### src/rtl/aeolus_cpu_top.sv
`default_nettype none
// ============================================================================
// Module      : aeolus_cpu_top
// Description : Aeolus 8-bit accumulator CPU with program ROM (triangular
//               number root squared), 16-byte RAM and output register.
// Revision    : 1.0 - initial release
// ============================================================================
module aeolus_cpu_top (
    input  logic       boardCLK,
    input  logic       reset,
    input  logic [7:0] switches,
    output logic [7:0] cpuOut
);

    localparam logic [3:0] c_OP_NOP  = 4'h0;
    localparam logic [3:0] c_OP_LDI  = 4'h1;
    localparam logic [3:0] c_OP_LDM  = 4'h2;
    localparam logic [3:0] c_OP_STM  = 4'h3;
    localparam logic [3:0] c_OP_ADD  = 4'h4;
    localparam logic [3:0] c_OP_SUB  = 4'h5;
    localparam logic [3:0] c_OP_ADDI = 4'h6;
    localparam logic [3:0] c_OP_SUBI = 4'h7;
    localparam logic [3:0] c_OP_AND  = 4'h8;
    localparam logic [3:0] c_OP_OR   = 4'h9;
    localparam logic [3:0] c_OP_IN   = 4'hA;
    localparam logic [3:0] c_OP_OUT  = 4'hB;
    localparam logic [3:0] c_OP_JMP  = 4'hC;
    localparam logic [3:0] c_OP_JZ   = 4'hD;
    localparam logic [3:0] c_OP_JC   = 4'hE;
    localparam logic [3:0] c_OP_HLT  = 4'hF;

    typedef enum logic [0:0] {
        ST_RUN  = 1'b0,
        ST_HALT = 1'b1
    } state_t;

    state_t     state_q, state_d;
    logic [7:0] pc_q, pc_d;
    logic [7:0] acc_q, acc_d;
    logic [7:0] out_q, out_d;
    logic       z_q, z_d;
    logic       c_q, c_d;
    logic [7:0] ram_q [16];

    logic [11:0] w_instr;
    logic [3:0]  w_op;
    logic [7:0]  w_k;
    logic [7:0]  w_ram_rd;
    logic [8:0]  w_sum;
    logic        w_ram_we;
    logic        w_set_z;

    assign w_op     = w_instr[11:8];
    assign w_k      = w_instr[7:0];
    assign w_ram_rd = ram_q[w_k[3:0]];
    assign cpuOut   = out_q;

    // RAM map: 0 = remaining S, 1 = n, 2 = running square, 3 = add counter
    always_comb begin
        w_instr = {c_OP_HLT, 8'h00};
        case (pc_q)
            8'd0:  w_instr = {c_OP_IN,   8'h00};
            8'd1:  w_instr = {c_OP_STM,  8'h00};
            8'd2:  w_instr = {c_OP_LDI,  8'h00};
            8'd3:  w_instr = {c_OP_STM,  8'h01};
            8'd4:  w_instr = {c_OP_LDM,  8'h01};
            8'd5:  w_instr = {c_OP_ADDI, 8'h01};
            8'd6:  w_instr = {c_OP_STM,  8'h01};
            8'd7:  w_instr = {c_OP_LDM,  8'h00};
            8'd8:  w_instr = {c_OP_SUB,  8'h01};
            8'd9:  w_instr = {c_OP_JC,   8'd28};
            8'd10: w_instr = {c_OP_STM,  8'h00};
            8'd11: w_instr = {c_OP_JZ,   8'd13};
            8'd12: w_instr = {c_OP_JMP,  8'd4};
            8'd13: w_instr = {c_OP_LDI,  8'h00};
            8'd14: w_instr = {c_OP_STM,  8'h02};
            8'd15: w_instr = {c_OP_LDM,  8'h01};
            8'd16: w_instr = {c_OP_STM,  8'h03};
            8'd17: w_instr = {c_OP_LDM,  8'h02};
            8'd18: w_instr = {c_OP_ADD,  8'h01};
            8'd19: w_instr = {c_OP_STM,  8'h02};
            8'd20: w_instr = {c_OP_LDM,  8'h03};
            8'd21: w_instr = {c_OP_SUBI, 8'h01};
            8'd22: w_instr = {c_OP_STM,  8'h03};
            8'd23: w_instr = {c_OP_JZ,   8'd25};
            8'd24: w_instr = {c_OP_JMP,  8'd17};
            8'd25: w_instr = {c_OP_LDM,  8'h02};
            8'd26: w_instr = {c_OP_OUT,  8'h00};
            8'd27: w_instr = {c_OP_HLT,  8'h00};
            8'd28: w_instr = {c_OP_LDI,  8'hFF};
            8'd29: w_instr = {c_OP_OUT,  8'h00};
            8'd30: w_instr = {c_OP_HLT,  8'h00};
            default: w_instr = {c_OP_HLT, 8'h00};
        endcase
    end

    always_comb begin
        state_d  = state_q;
        pc_d     = pc_q;
        acc_d    = acc_q;
        out_d    = out_q;
        z_d      = z_q;
        c_d      = c_q;
        w_ram_we = 1'b0;
        w_set_z  = 1'b0;
        w_sum    = 9'd0;
        if (state_q == ST_RUN) begin
            pc_d = pc_q + 8'd1;
            case (w_op)
                c_OP_NOP: ;
                c_OP_LDI: begin acc_d = w_k; w_set_z = 1'b1; end
                c_OP_LDM: begin acc_d = w_ram_rd; w_set_z = 1'b1; end
                c_OP_STM: w_ram_we = 1'b1;
                c_OP_ADD: begin
                    w_sum   = {1'b0, acc_q} + {1'b0, w_ram_rd};
                    acc_d   = w_sum[7:0];
                    c_d     = w_sum[8];
                    w_set_z = 1'b1;
                end
                c_OP_SUB: begin
                    acc_d   = acc_q - w_ram_rd;
                    c_d     = (acc_q < w_ram_rd);
                    w_set_z = 1'b1;
                end
                c_OP_ADDI: begin
                    w_sum   = {1'b0, acc_q} + {1'b0, w_k};
                    acc_d   = w_sum[7:0];
                    c_d     = w_sum[8];
                    w_set_z = 1'b1;
                end
                c_OP_SUBI: begin
                    acc_d   = acc_q - w_k;
                    c_d     = (acc_q < w_k);
                    w_set_z = 1'b1;
                end
                c_OP_AND: begin acc_d = acc_q & w_ram_rd; w_set_z = 1'b1; end
                c_OP_OR:  begin acc_d = acc_q | w_ram_rd; w_set_z = 1'b1; end
                c_OP_IN:  begin acc_d = switches; w_set_z = 1'b1; end
                c_OP_OUT: out_d = acc_q;
                c_OP_JMP: pc_d = w_k;
                c_OP_JZ:  if (z_q) pc_d = w_k;
                c_OP_JC:  if (c_q) pc_d = w_k;
                c_OP_HLT: begin
                    pc_d    = pc_q;
                    state_d = ST_HALT;
                end
                default: ;
            endcase
            if (w_set_z) z_d = (acc_d == 8'h00);
        end
    end

    always_ff @(posedge boardCLK) begin
        if (reset) begin
            state_q <= ST_RUN;
            pc_q    <= 8'h00;
            acc_q   <= 8'h00;
            out_q   <= 8'h00;
            z_q     <= 1'b0;
            c_q     <= 1'b0;
            for (int i = 0; i < 16; i++) ram_q[i] <= 8'h00;
        end else begin
            state_q <= state_d;
            pc_q    <= pc_d;
            acc_q   <= acc_d;
            out_q   <= out_d;
            z_q     <= z_d;
            c_q     <= c_d;
            if (w_ram_we) ram_q[w_k[3:0]] <= acc_q;
        end
    end

endmodule
`default_nettype wire

### config.mk
export PLATFORM = sky130hd
export DESIGN_NAME = aeolus_cpu_top
export DESIGN_NICKNAME = d
export VERILOG_FILES = /design/src/rtl/aeolus_cpu_top.sv
export SDC_FILE = /design/constraint.sdc
export NUM_CORES = 1
export LEC_CHECK = 0
export BUFFER_PORTS_ARGS = -buffer_cell sky130_fd_sc_hd__buf_2
export CORE_MARGIN = 8
export CORE_UTILIZATION = 56
export CTS_BUF_LIST = sky130_fd_sc_hd__clkbuf_2
export DETAILED_ROUTE_END_ITERATION = 12
export PLACE_DENSITY = 0.72
export SLEW_MARGIN = 20
export SYNTH_ARGS = -nofsm -noshare
export SYNTH_HDL_FRONTEND = slang
export SYNTH_SLANG_ARGS = --single-unit
### constraint.sdc
create_clock -name boardCLK -period 7.22 [get_ports boardCLK]
set_input_delay 0.722 -clock boardCLK [delete_from_list [all_inputs] [get_ports boardCLK]]
set_output_delay 0.722 -clock boardCLK [all_outputs]
set_load 0.03 [all_outputs]
# After elaboration in Yosys (flattened, before gate mapping)
# Memory sizes are Yosys's and may differ from the RTL's. A register that Yosys moved wholly into a read port is not among the register bits.
# Cells that the tools add are included.
# classes
addsub	5
multipliers	0
div_mod_pow	0
n_lt_le_gt_ge	2
eq_ne	15
shifts	0
n_mux	23
n_bitwise	4
reduce_logical	9
# op_table
operator	count
$pmux W8 S9	1
$eq A4 B4 Y1 const B	8
$mux W8	4
$pmux W8 S4	1
$add A8 B8 Y9	2
$eq A4 B3 Y1 const B	4
$lt A8 B8 Y1	2
$sub A8 B8 Y8	2
$mux W1	12
$mux W12	1
$mux W5	2
$reduce_or A9 Y1	1
$add A8 B1 Y8 const B	1
$and A8 B8 Y8	1
$eq A4 B2 Y1 const B	2
$logic_not A8 Y1	1
$or A8 B8 Y8	1
$reduce_and A2 Y1	4
$reduce_or A8 Y1	1
$eq A4 B1 Y1 const B	1
$mux W4	1
$pmux W1 S4	1
$reduce_bool A4 Y1	1
$logic_not A3 Y1	1
$not A1 Y1	2
# word_totals
ff_bits	27
latchBits	0
mem_bits_rw	128
romBits	384
inputBits	10
out_inout_bits	8
wordCells	66
n_memories	2
# memory_table
name	words	word_bits	rd	rd_ports_with_merged_regs	write_ports	line_no	source
(no name shown)	32	12	1	1	0	61	case (pc_q)
ram_q	16	8	1	0	16	43	logic [7:0] ram_q [16];

# Logic depth before layout (Yosys ltp)
# depth
depth_word	10
mapped_depth	19
ltp_nobuf	18

# Worst setup path before layout
# No wires, ideal clock.
# synth_timing
kind	register -> register
from	reg pc_q[7]
to	reg acc_q[7]
setup_time_ps	115
arrival_time_ps	3833
t_required_ps	7105
path_slack_ps	3273
path_stages_with_launch	19
n_path_buf	4
cell_sequence	dfxtp_1 > or3_1 > buf_6 > buf_4 > buf_6 > nor2_4 > o21ai_0 > a211oi_2 > inv_1 > ha_1 > clkbuf_1 > nor3_1 > a2111oi_0 > o21ai_0 > a21oi_1 > a21oi_1 > xnor2_1 > a211o_1 > o21a_1
# synth_between
elab_chain_cells	6
# synth_rtl
item	line_no	source
start, declared	38	logic [7:0] pc_q, pc_d;
start signal, assigned	164	pc_q <= pc_d;
$logic_not A3 Y1 (*)	61	
$mux W12 (*)	61	
$mem_v2 Z16 W8	n/a	
$sub A8 B8 Y8 (tied with other cells)	121	acc_d = acc_q - w_ram_rd;
$pmux W8 S9 (*)	109	case (w_op)
$mux W8 (*)	107	if (state_q == ST_RUN) begin
end signal, assigned	157	acc_q <= 8'h00;
end signal, assigned	165	acc_q <= acc_d;
end, declared	39	logic [7:0] acc_q, acc_d;
# Every way passes the cells marked *; elsewhere a longest branch is shown, timed or not. The select of a mux whose other input is x is not followed.
# A chain may end at the register's enable or synchronous reset.

# Worst setup path in the final report
# layout_timing
from	reg pc_q[5]
to	reg z_q
# layout_between
elab_chain_cells	7
# layout_rtl
item	line_no	source
$logic_not A3 Y1 (*)	61	
$mux W12 (*)	61	
$mem_v2 Z16 W8 (tied with other cells)	n/a	
$sub A8 B8 Y8 (tied with other cells)	121	
$pmux W8 S9 or $mux W1 (tied branches)	109	
$mux W8 or $mux W1 (tied branches)	107	
$logic_not A8 Y1 or $reduce_and A2 Y1 (tied branches)	n/a	
end signal, assigned	167	z_q <= z_d;
end, declared	41	logic z_q, z_d;
# Marks and branches as above.

==> impl_metrics.tcl <==
set metrics [dict create \
    gp_congestion 0.937 \
    period_needed_ns 5.25 \
    cts.clk_slew.worst_paths_ns 0.25 \
    clockRootBuffer "clkbuf_2" \
    hpwl_um 19000 \
    async_reset_ff_share_pct 0 \
    post-place-ws_ns 2.15 \
    drv_slew 0 \
    hold_buffers 0 \
    timing.final.crit_share_pct 72.7 \
    vias_per_cell 6.81 \
    synth_seq_cells 165 \
    clock-sinks 165 \
    cp_data_arrival_time_ns 5.98 \
    remaining_drc_errors 0 \
    cts_tree "done" \
    layout_setup_ws_ns 1.97 \
    drt_iter0_drc 1114 \
    critPathBufInv 2 \
    initial_core_util_pct 56.7 \
    cp_max_fo 37 \
    max_clock_freq_mhz 190 \
    finalSetupViolations 0 \
    synthToLayoutAreaGrowth_pct 3.14 \
    port-buffer-count 17 \
    yosysUniqueCellTypes 83 \
    startpoint_type "flop" \
    place_inst 1217 \
    required_ns 7.95 \
    maxSlewHeadroom_pct 29.9 \
    synth.top_cell.area_share_pct 37.9 \
    synth_area_per_cell_um2 9.68 \
    tns_ns 0 \
    cap_viol_max_count 0 \
    ys.flop_type "edfxtp_1" \
    layout-drive-gt1-share_pct 10.8 \
    design.core.area_um2 17900 \
    holdWs_ns 0.362 \
    min_path_type "primary input to flop" \
    netlist_area_um2 10100 \
    synth_area_leaders "edfxtp_1 (38%), nor3_1 (7.9%), dfxtp_1 (7.3%), ha_1 (6.2%), o21ai_0 (2.9%)" \
    yosys_warnings 0 \
    grt_max_degree 39 \
    final_cells 1250 \
    yosys-top-cells-count "nor3_1 (160), edfxtp_1 (128), nor2_1 (66), o21ai_0 (59), a21oi_1 (58)" \
    insertion_delay_ns 0.77 \
    worst_slew_pin_slew_ns 1.02 \
    grt_setup_unrepaired "no" \
    synth_most_common_cell "nor3_1" \
    outcome "complete, no violations" \
    dieArea_um2 22700 \
    row_count 49 \
    p_per_area_nw_per_um2 308 \
    cp_slowest_cell "or3_1" \
    ir_worst_vdd_mv 0.153 \
    worstSetupPathType "flop to flop" \
    end_kind "flop" \
    finalNetCount 1072 \
    cts_resized 0 \
    grt_pass1_wl_um 44400 \
    dr.pass1.iters 6 \
    grt_pass1_vias 7692 \
    syn_inst 1048 \
    yosys.area.top_type "edfxtp_1" \
    die_w_um 151 \
    ant_nets 0 \
    overflow 0 \
    wl_um 28500 \
    cts_buffers 17 \
    critPathMaxStageDelay_ns 0.69 \
    antenna_found_initial 1 \
    cts.path.max_buffers 2 \
    grtUsageTotal_pct 25.5 \
    final.setup_skew_ns 0.0377 \
    leakage_uw 0.00365 \
    synth_seq_area_share_pct 45.2 \
    postCtsSetupRepairBufs 0 \
    die_y_um 151 \
    num_io_pins 18 \
    synth-edff-count 128 \
    htreeDepth 4 \
    cp_top_family "simple AND/OR/NAND/NOR gates" \
    hold_viol 0 \
    wl_per_cell_um 22.8 \
    synth_nets 1112 \
    path_cells "or3_1, buf_4, or2_2, nor2_1, a211oi_1, ha_1, inv_1, fa_1, nor3b_1, nor3_1, o21ai_0, a22oi_1, mux2i_1, nor4_1, nand4_1, o21ai_1" \
    vias 8508 \
]
==> path summary, 6_finish.rpt <==
| path | to | slack [ns] | start | cells after the start |
|---|---|---|---|---|
| worst min register to register | cpuOut[4] | 0.53 | cpuOut[4] | 2 |
| worst min-delay path | z_q | 0.36 | switches[7] | 5 |
| worst max-delay path | z_q | 1.97 | pc_q[5] | 16 |
| worst max register to register | z_q | 1.97 | pc_q[5] | 16 |
==> final cells by class <==
| type | count | area (µm²) |
|---|---|---|
| Sequential cell | 165 | 4590 |
| Multi-Input combinational cell | 746 | 4990 |
| Clock buffer | 18 | 90.1 |
| Clock inverter | 13 | 148 |
| Timing Repair Buffer | 31 | 190 |
| Tap cell | 229 | 287 |
| Antenna cell | 1 | 2.50 |
| Inverter | 47 | 176 |
| Fill cell | 1561 | 7440 |
==> stage by stage <==
step	utilization, %	total power (µW)	area (µm²)
after detailed placement	57.0	2670	10200
after CTS	58.4	3180	10400
after floorplan	-	2290	10100
after global routing	58.5	3400	10500
final	58.5	3220	10500
after global placement	57.0	2660	10200
==> kinds of logic (layout without fill, tap and decap cells) <==
kind of cell,Yosys count,count (layout),share of synthesized area [%]
buffers and inverters,137,109,5.82
other,0,1,0
AND/OR/NAND/NOR,372,372,18.6
multiplexers,46,46,4.99
flip-flops,165,165,45.2
XOR/XNOR,10,10,0.863
AO/OA/AOI/OAI,264,264,17.6
adder cells (fa/ha/maj),54,54,6.96
==> report_power, final <==
group / switching [µW] / leakage, µW / internal (µW) / total (µW)
combinational: 1010 / 0.00188 / 506 / 1510
sequential: 91.4 / 0.00162 / 1100 / 1190
clock: 351 / 0.000142 / 164 / 516
==> layout by cell type, fill, tap and decap left out, types with 11 or more instances in the layout <==
cell	count
nor3_1	159
edfxtp_1	128
nor2_1	66
a21oi_1	58
ha_1	50
o21ai_0	44
nand2_1	43
dfxtp_1	36
inv_1	34
mux2i_1	27
a211oi_1	25
nand3_1	23
o21ai_1	21
clkbuf_2	18
buf_2	17
mux2_2	16
nor2b_1	14
buf_4	14
clkinv_1	11
==> worst register-to-register path: stages, from the launching register on <==
cell	delay, ns
dfxtp_1	0.53
or3_1	0.69
buf_4	0.36
or2_2	0.60
nor2_1	0.14
a211oi_1	0.52
ha_1	0.28
inv_1	0.06
fa_1	0.42
nor3b_1	0.16
nor3_1	0.33
o21ai_0	0.17
a22oi_1	0.23
mux2i_1	0.13
nor4_1	0.33
nand4_1	0.14
o21ai_1	0.13
==> registers in the layout, summed over array words and instances (netlist names), named ones only <==
| name | cells |
|---|---|
| acc_q | 8 |
| c_q | 1 |
| cpuOut | 8 |
| pc_q | 8 |
| ram_q | 128 |
| state_q | 1 |
| z_q | 1 |
==> layer usage <==
metal / vias to the layer above / track usage (%) / wire length [µm]
li1: 3868 / - / -
met1: 4075 / 36.4 / 12200
met5: - / 0 / 0
met2: 498 / 37.8 / 12800
met3: 67 / 5.47 / 2930
met4: 0 / 8.61 / 602
Note: power is estimated with default switching activity, not from simulation.
